<file path="config.mk">
export PLATFORM = sky130hd
export DESIGN_NAME = mem_req_arbiter
export DESIGN_NICKNAME = d
export VERILOG_FILES = /design/src/rtl/mem_req_arbiter_pkg.sv /design/src/rtl/mem_req_arbiter_beat_counter.sv /design/src/rtl/mem_req_arbiter.sv
export SDC_FILE = /design/constraint.sdc
export NUM_CORES = 1
export LEC_CHECK = 0
export ABC_AREA = 1
export CORE_AREA = 2 2 150 152
export DETAILED_ROUTE_END_ITERATION = 10
export DIE_AREA = 0 0 152 154
export DONT_BUFFER_PORTS = 1
export GPL_TIMING_DRIVEN = 0
export PLACE_DENSITY = 0.44
export SYNTH_ARGS = -nofsm -noshare
export SYNTH_HDL_FRONTEND = slang
export SYNTH_SLANG_ARGS = --single-unit
</file>
<file path="constraint.sdc">
create_clock -name clk -period 2.09 [get_ports clk]
set_input_delay 0.418 -clock clk [delete_from_list [all_inputs] [get_ports clk]]
set_output_delay 0.418 -clock clk [all_outputs]
set_load 0.01 [all_outputs]
</file>
<file path="src/rtl/mem_req_arbiter_pkg.sv">
// mem_req_arbiter_pkg: shared FSM encodings, burst length width and AXI defines
package mem_req_arbiter_pkg;
    localparam int AXLEN  = 8;
    localparam int AXSIZE = 3;
    localparam int LEN_W  = AXLEN;

    typedef enum logic [1:0] {R_IDLE, R_IC, R_DC} rd_state_t;
    typedef enum logic {W_IDLE, W_BUSY} wr_state_t;
endpackage

</file>
<file path="src/rtl/mem_req_arbiter_beat_counter.sv">
// arb_beat_counter: counts burst beats from 0 and flags the beat matching the length
module arb_beat_counter
    import mem_req_arbiter_pkg::*;
(
    input  logic             clk,
    input  logic             resetn,
    input  logic             clear,
    input  logic             inc,
    input  logic [LEN_W-1:0] len,
    output logic             last
);
    logic [LEN_W-1:0] r_cnt;

    // beat count, cleared between bursts
    always_ff @(posedge clk) begin
        if (!resetn || clear) r_cnt <= '0;
        else if (inc) r_cnt <= r_cnt + 1'b1;
    end

    assign last = r_cnt == len;
endmodule

</file>
<file path="src/rtl/mem_req_arbiter.sv">
// mem_req_arbiter: icache/dcache read and dcache write-back arbiter onto one cache port.
// Define ARB_ROUND_ROBIN_EN for round-robin read arbitration; default is dcache priority.
module mem_req_arbiter
    import mem_req_arbiter_pkg::*;
#(
    parameter logic [LEN_W-1:0] IC_LEN = 8'd7,
    parameter int               DW     = 32
) (
    input  logic             clk,
    input  logic             resetn,
    input  logic             flush,
    input  logic             ic_req,
    input  logic [DW-1:0]    ic_addr,
    output logic [DW-1:0]    ic_rdata,
    output logic             ic_rvalid,
    output logic             ic_done,
    input  logic             dc_rreq,
    input  logic [DW-1:0]    dc_raddr,
    input  logic [3:0]       dc_rsel,
    input  logic [LEN_W-1:0] dc_rlen,
    output logic [DW-1:0]    dc_rdata,
    output logic             dc_rvalid,
    output logic             dc_rdone,
    input  logic             dc_wreq,
    input  logic [DW-1:0]    dc_waddr,
    input  logic [3:0]       dc_wsel,
    input  logic [LEN_W-1:0] dc_wlen,
    input  logic [DW-1:0]    dc_wdata,
    output logic             dc_wnext,
    output logic             dc_wdone,
    output logic             cache_ce,
    output logic             cache_ren,
    output logic             cache_wen,
    output logic [DW-1:0]    cache_raddr,
    output logic [DW-1:0]    cache_waddr,
    output logic [3:0]       cache_rsel,
    output logic [3:0]       cache_wsel,
    output logic [LEN_W-1:0] cacher_burst_length,
    output logic [LEN_W-1:0] cachew_burst_length,
    output logic [DW-1:0]    cache_wdata,
    output logic             cache_wlast,
    input  logic [DW-1:0]    rdata_i,
    input  logic             rdata_valid_i,
    input  logic             wdata_resp_i
);
    rd_state_t        r_rstate, w_rstate_nxt;
    wr_state_t        r_wstate, w_wstate_nxt;
    logic [DW-1:0]    r_raddr, r_waddr;
    logic [3:0]       r_rsel, r_wsel;
    logic [LEN_W-1:0] r_rlen, r_wlen;
    logic             r_ren, r_wen;
    logic             w_rbusy, w_wbusy, w_dc_ok, w_gnt_dc, w_gnt_ic, w_rbeat, w_rlast, w_rdone;
    logic             w_wstart, w_wbeat, w_wlast, w_wdone;

    assign w_rbusy  = r_rstate != R_IDLE;
    assign w_wbusy  = r_wstate == W_BUSY;
    // a dcache read may not overtake a write-back to the same address
    assign w_dc_ok  = dc_rreq && !(w_wbusy && r_waddr == dc_raddr);
`ifdef ARB_ROUND_ROBIN_EN
    logic r_rr_ptr;
    assign w_gnt_dc = !w_rbusy && !flush && w_dc_ok && !(r_rr_ptr && ic_req);

    // pointer points at the requester that did not win the last grant
    always_ff @(posedge clk) begin
        if (!resetn) r_rr_ptr <= 1'b0;
        else if (w_gnt_dc) r_rr_ptr <= 1'b1;
        else if (w_gnt_ic) r_rr_ptr <= 1'b0;
    end
`else
    assign w_gnt_dc = !w_rbusy && !flush && w_dc_ok;
`endif
    assign w_gnt_ic = !w_rbusy && !flush && ic_req && !w_gnt_dc;
    assign w_rbeat  = w_rbusy && rdata_valid_i && !flush;
    assign w_rdone  = w_rbeat && w_rlast;
    assign w_wstart = !w_wbusy && dc_wreq;
    assign w_wbeat  = w_wbusy && wdata_resp_i;
    assign w_wdone  = w_wbeat && w_wlast;

    arb_beat_counter u_rcnt (
        .clk(clk), .resetn(resetn), .clear(!w_rbusy || flush || w_rdone),
        .inc(w_rbeat), .len(r_rlen), .last(w_rlast)
    );

    arb_beat_counter u_wcnt (
        .clk(clk), .resetn(resetn), .clear(!w_wbusy || w_wdone),
        .inc(w_wbeat), .len(r_wlen), .last(w_wlast)
    );

    // read and write next-state; flush only aborts the read side
    always_comb begin
        w_rstate_nxt = r_rstate;
        w_wstate_nxt = r_wstate;
        if (flush || w_rdone) w_rstate_nxt = R_IDLE;
        else if (w_gnt_dc) w_rstate_nxt = R_DC;
        else if (w_gnt_ic) w_rstate_nxt = R_IC;
        if (w_wstart) w_wstate_nxt = W_BUSY;
        else if (w_wdone) w_wstate_nxt = W_IDLE;
    end

    // state registers
    always_ff @(posedge clk) begin
        if (!resetn) begin
            r_rstate <= R_IDLE;
            r_wstate <= W_IDLE;
        end else begin
            r_rstate <= w_rstate_nxt;
            r_wstate <= w_wstate_nxt;
        end
    end

    // command latches and the one-cycle request pulses
    always_ff @(posedge clk) begin
        if (!resetn) begin
            r_ren   <= 1'b0;
            r_wen   <= 1'b0;
            r_raddr <= '0;
            r_rsel  <= '0;
            r_rlen  <= '0;
            r_waddr <= '0;
            r_wsel  <= '0;
            r_wlen  <= '0;
        end else begin
            r_ren <= w_gnt_dc || w_gnt_ic;
            r_wen <= w_wstart;
            if (w_gnt_dc) begin
                r_raddr <= dc_raddr;
                r_rsel  <= dc_rsel;
                r_rlen  <= dc_rlen;
            end else if (w_gnt_ic) begin
                r_raddr <= ic_addr;
                r_rsel  <= 4'b1111;
                r_rlen  <= IC_LEN;
            end
            if (w_wstart) begin
                r_waddr <= dc_waddr;
                r_wsel  <= dc_wsel;
                r_wlen  <= dc_wlen;
            end
        end
    end

    assign cache_ce            = r_ren || r_wen;
    assign cache_ren           = r_ren;
    assign cache_wen           = r_wen;
    assign cache_raddr         = r_raddr;
    assign cache_rsel          = r_rsel;
    assign cacher_burst_length = r_rlen;
    assign cache_waddr         = r_waddr;
    assign cache_wsel          = r_wsel;
    assign cachew_burst_length = r_wlen;
    assign cache_wdata         = dc_wdata;
    assign cache_wlast         = w_wbusy && w_wlast;
    assign ic_rdata            = (r_rstate == R_IC) ? rdata_i : '0;
    assign dc_rdata            = (r_rstate == R_DC) ? rdata_i : '0;
    assign ic_rvalid           = w_rbeat && r_rstate == R_IC;
    assign dc_rvalid           = w_rbeat && r_rstate == R_DC;
    assign ic_done             = w_rdone && r_rstate == R_IC;
    assign dc_rdone            = w_rdone && r_rstate == R_DC;
    assign dc_wnext            = w_wbeat;
    assign dc_wdone            = w_wdone;
endmodule

</file>
==> results.md <==
- The CTS tree is built.
- The minimum clock period after layout is about 2 ns.
- The HPWL after detailed placement is between 20 and 25 mm.
- The fraction of layout instances using a drive strength above 1 is approximately an eighth.
- The number of storage elements in the synthesis netlist is approximately 110.
- The die covers about 0.023 mm^2.
- Of the available clock period, the critical path in the final layout requires a little over nine tenths.
- VDD sags by at most between 0.0003 and 0.0004 V.
- The first-pass GRT wire length is ~35 mm.
- The commonest cells after synthesis are nor2_1 (166), nand3_1 (142), inv_1 (119).
- The number of global-route vias before repair is approximately 5.4k.
- The number of slew-limit violations in the final report was 0.
- In this design, the stage delay of the slowest critical-path cell is about 0.44 ns.
- After clock tree synthesis, the flow added hold-fix buffers numbering 0.
- The clock sink count is 109.
- Fill cells in the final layout number about 2.5k.
- Once routing completed, OpenROAD measured the worst setup slack at 0.0882 ns.
- In the routed design, unresolved DRC markers number 0.
- The final setup violation count is 0.
- The average instance in the mapped netlist occupies 6.63 um^2.
- The total clock buffers created by CTS is 9.
- The tightest min-delay check is of the in -> reg type.
- The highest-delay cell along the critical path is dfxtp_1.
- Static timing analysis puts the maximum clock frequency at 500 MHz.
- Cell internal power was estimated by the tool at approximately 0.0037 W.
- Of all flip-flops after synthesis, the portion carrying an async set or reset was 0%.
- The leakage power is about 3.1 nW.
- The total of buffers placed on input and output ports is 0.
- After synthesis, the netlist uses 35 different library cells.
- The worst register-to-register path has a setup slack of roughly 0.20 ns.
- The number of nets in the synthesized netlist is between 1k and 1.5k.
- The count of standard-cell rows is 54.
- The pin count of the biggest net entering global routing is 18.
- In this run the power density over the cells is 789 mW/mm^2.
- The critical path goes through or2_2, nand3_1, a211oi_1, nand2_1, nor2_2.
- The area of combinational cells with multiple inputs is ~0.0028 mm^2.
- For this run, the total global-route usage over all layers was measured as approximately a fifth.
- The per-cell via count in the routed design is about 4.7.
- The root buffer cell is clkbuf_16.
- The residual overflow from global routing is 0.
- The synthesized area is 0.00590 mm^2.
- In the post-synthesis netlist, the cell with the most instances is nor2_1.
- The first routing iteration left 296 violations.
- Once layout is complete, the cells apart from fillers number roughly 1.2k.
- The remaining max-slew budget at the tightest pin is roughly half.
- The clock passes through at most 2 buffers.
- The H-tree was split into 3 levels.
- The post-synthesis to final-layout area growth is 13.2%.
- Counting flops with a built-in enable in the synthesized netlist gives 0.
- The die is between 150 and 200 um tall.
- The origin of the worst setup path is cachew_burst_length[7].
- The switching part of the total is 30.1%.
- The library cell occupying the most area in the post-synthesis netlist is dfxtp_1.
- The combinational group share of total power is 15.4%.
- The critical path class is reg -> out.
- The number of placed instances with taps included is 1170.
- The worst clock skew is between 0.01 and 0.015 ns.
- In this run the standard cell core region covers about 0.022 mm^2.
- The critical path required time is approximately 1.7 ns.
- The final weighted congestion of routability-driven global placement is roughly 0.83.
- The fraction of power consumed by sequential logic is approximately 47%.
- Of the synthesized area, sequential elements account for a little under two fifths.
- STA classifies the critical path endpoint as an output pin.
- Grouping stages by cell kind, the critical path spends the most delay in simple AND/OR/NAND/NOR gates.
- Before antenna repair, the detailed router went through 5 iterations.
- After synthesis, the cell types taking the most area are dfxtp_1 (37%), nand3_1 (12%), nor2_1 (11%).
- The final count of hold timing violations is 0.
- The number of warning messages in the yosys log is 0.
- roughly 390 I/O pins were placed.
- Prior to clock tree synthesis, the placed netlist has a worst setup slack of -0.0226 ns.
- The startpoint identified for the worst register-to-register timing path is cache_waddr[4].
- The predominant post-synthesis flop cell is dfxtp_1.
- The cell count after synthesis came out at just under 900.
- Of the post-synthesis cell area, the dominant cell type holds between 30 and 40%.
- Once the floorplan was initialized, standard cells occupied between 20% and 30% of the core.
- The post-detailed-route wirelength per cell is roughly 20 um.
- The reported net switching power is 0.00159 W.
- From left edge to right edge, the die measures approximately 150 um.
- The sequential cells in the finished layout cover a total of about 0.0022 mm^2.
- The number of antenna violations at the first check in global routing is 10.
- In this run the most critical hold path is launched from dc_rlen[6].
- The number of buffer and inverter stages on the critical path is 0.
- The clock insertion delay at the later pin of the skew report is ~0.36 ns.
- The routed layout has approximately 5.7k vias.
- In this run the critical register-to-register path is captured at cache_rsel[3].
- The critical path ends at dc_wdone.
- The number of max-capacitance violations reported is 0.
- The final layout contains approximately 1.1k nets.
- The type of origin of the critical path is a flip-flop.
- The data arrival time at the worst-slack endpoint is about 1.6 ns.
- The overall routed net length is 24.5 mm.
- Clock-pin slew was measured on the worst setup and hold paths at approximately 0.080 ns.
- The clock network accounts for 37.9% of the total power.
- At the pin with the least slew margin, the transition time is 0.722 ns.
- Counting instances, the worst hold path has a depth of 2.
- Counting cells, the worst reg-to-reg path comes to 10.
- The flow ran to the end, and the final reports show no timing, DRC or antenna violations.
- The number of stages on the worst setup path is 5.
- The maximum net fanout on the critical path is 4.
- Setup repair after global routing could not meet its margin everywhere.
- The final antenna-violating net count is 0.
[state kept, by name, summed over array words and instances (netlist names)]
| name | flops |
|---|---|
| cache_wsel | 4 |
| cache_raddr | 32 |
| cacher_burst_length | 8 |
| cache_ren | 1 |
| cachew_burst_length | 8 |
| cache_waddr | 32 |
| r_rstate | 2 |
| cache_wen | 1 |
| cache_rsel | 4 |
| u_wcnt.r_cnt | 8 |
| u_rcnt.r_cnt | 8 |
| r_wstate | 1 |
[cell usage in the layout, fill, tap and decap left out, types with 3 or more instances in the layout]
master	instances
buf_2	8
nand4_1	8
clkbuf_2	4
a21oi_1	30
xnor2_1	17
diode_2	8
clkbuf_8	3
nand3_1	141
clkbuf_1	20
dfxtp_2	14
nor3_1	4
inv_1	119
buf_4	34
buf_1	6
xor2_1	15
nand2_1	113
clkbuf_16	9
nor2_1	160
o21ai_0	58
nor2_2	7
inv_2	3
buf_6	6
or2_2	6
dfxtp_1	95
[worst min path at each step]
stage | to | slack, ns
finish | cacher_burst_length[6] | 0.19
global route | cacher_burst_length[6] | 0.20
CTS | cacher_burst_length[6] | 0.19
detailed placement | r_rstate[1] | 0.49
global placement | r_rstate[1] | 0.48
floorplan | r_rstate[1] | 0.46
[metrics by stage]
| step | hold WS, ns | area [um^2] | util, % | total power, W | setup TNS [ns] |
|---|---|---|---|---|---|
| finish | 0.192 | 6680 | 30.8 | 0.00527 | 0 |
| global route | 0.195 | 6680 | 30.8 | 0.00554 | -0.0142 |
| CTS | 0.187 | 6610 | 30.5 | 0.00535 | 0 |
| detailed placement | 0.493 | 6250 | 28.8 | 0.00333 | -0.0310 |
| global placement | 0.485 | 6250 | 28.8 | 0.00332 | -0.0119 |
| floorplan | 0.463 | 5900 | - | 0.00306 | 0 |
[cell families (layout without fill, tap and decap cells)]
family                     Yosys count  count (layout)  synth area share, %
other                                0               8                    0
DFF                                109             109                 37.0
buffers and inverters              202             219                 16.1
and+or+nand+nor                    452             452                 33.7
xor gates and xnor gates            32              32                 4.75
adders and majority gates            2               2                0.424
AOI/OAI and AO/OA                   93              93                 8.10
[layout make-up]
class,count,share of cell area (%)
clock inverters,4,1.16
clock buffers,12,3.99
repair buffers,1,0.112
inverters,124,6.97
plain buffers,78,7.31
well taps,280,5.25
diodes,8,0.300
flip-flops and latches,109,32.9
multi-input cells,579,42.0
[worst reg2reg max path: stages (launching register included)]
cell and delay (ns):
dfxtp_2 0.38, xor2_1 0.18, nor2_2 0.17, nand3_1 0.15
nor2_2 0.15, nand3_4 0.16, nand2_8 0.15, buf_8 0.16
nand2_4 0.09, o22ai_1 0.13, nor2_1 0.05
[metal layers]
layer	vias up	routed length (um)	track usage, %
met5	-	13	0
met4	2	746	9.30
met1	2578	9410	22.3
met3	36	2110	7.44
met2	249	12200	34.5
li1	2794	-	-
[power groups by stage]
stage          Combinational, W  Sequential (W)  Clock, W
3_3_place_gp           0.000814         0.00251         0
5_1_grt                0.000928         0.00248   0.00214
3_5_place_dp           0.000820         0.00251         0
6_report               0.000813         0.00246   0.00200
2_1_floorplan          0.000628         0.00244         0
4_1_cts                0.000822         0.00246   0.00206
[what timing repair did]
item	in CTS	in global routing
pin swaps	0	2
gates cloned	0	0
endpoints found under the setup margin	25	70
setup buffers	0	1
gates resized for setup	4	27
Note: power is estimated with default switching activity, not from simulation.
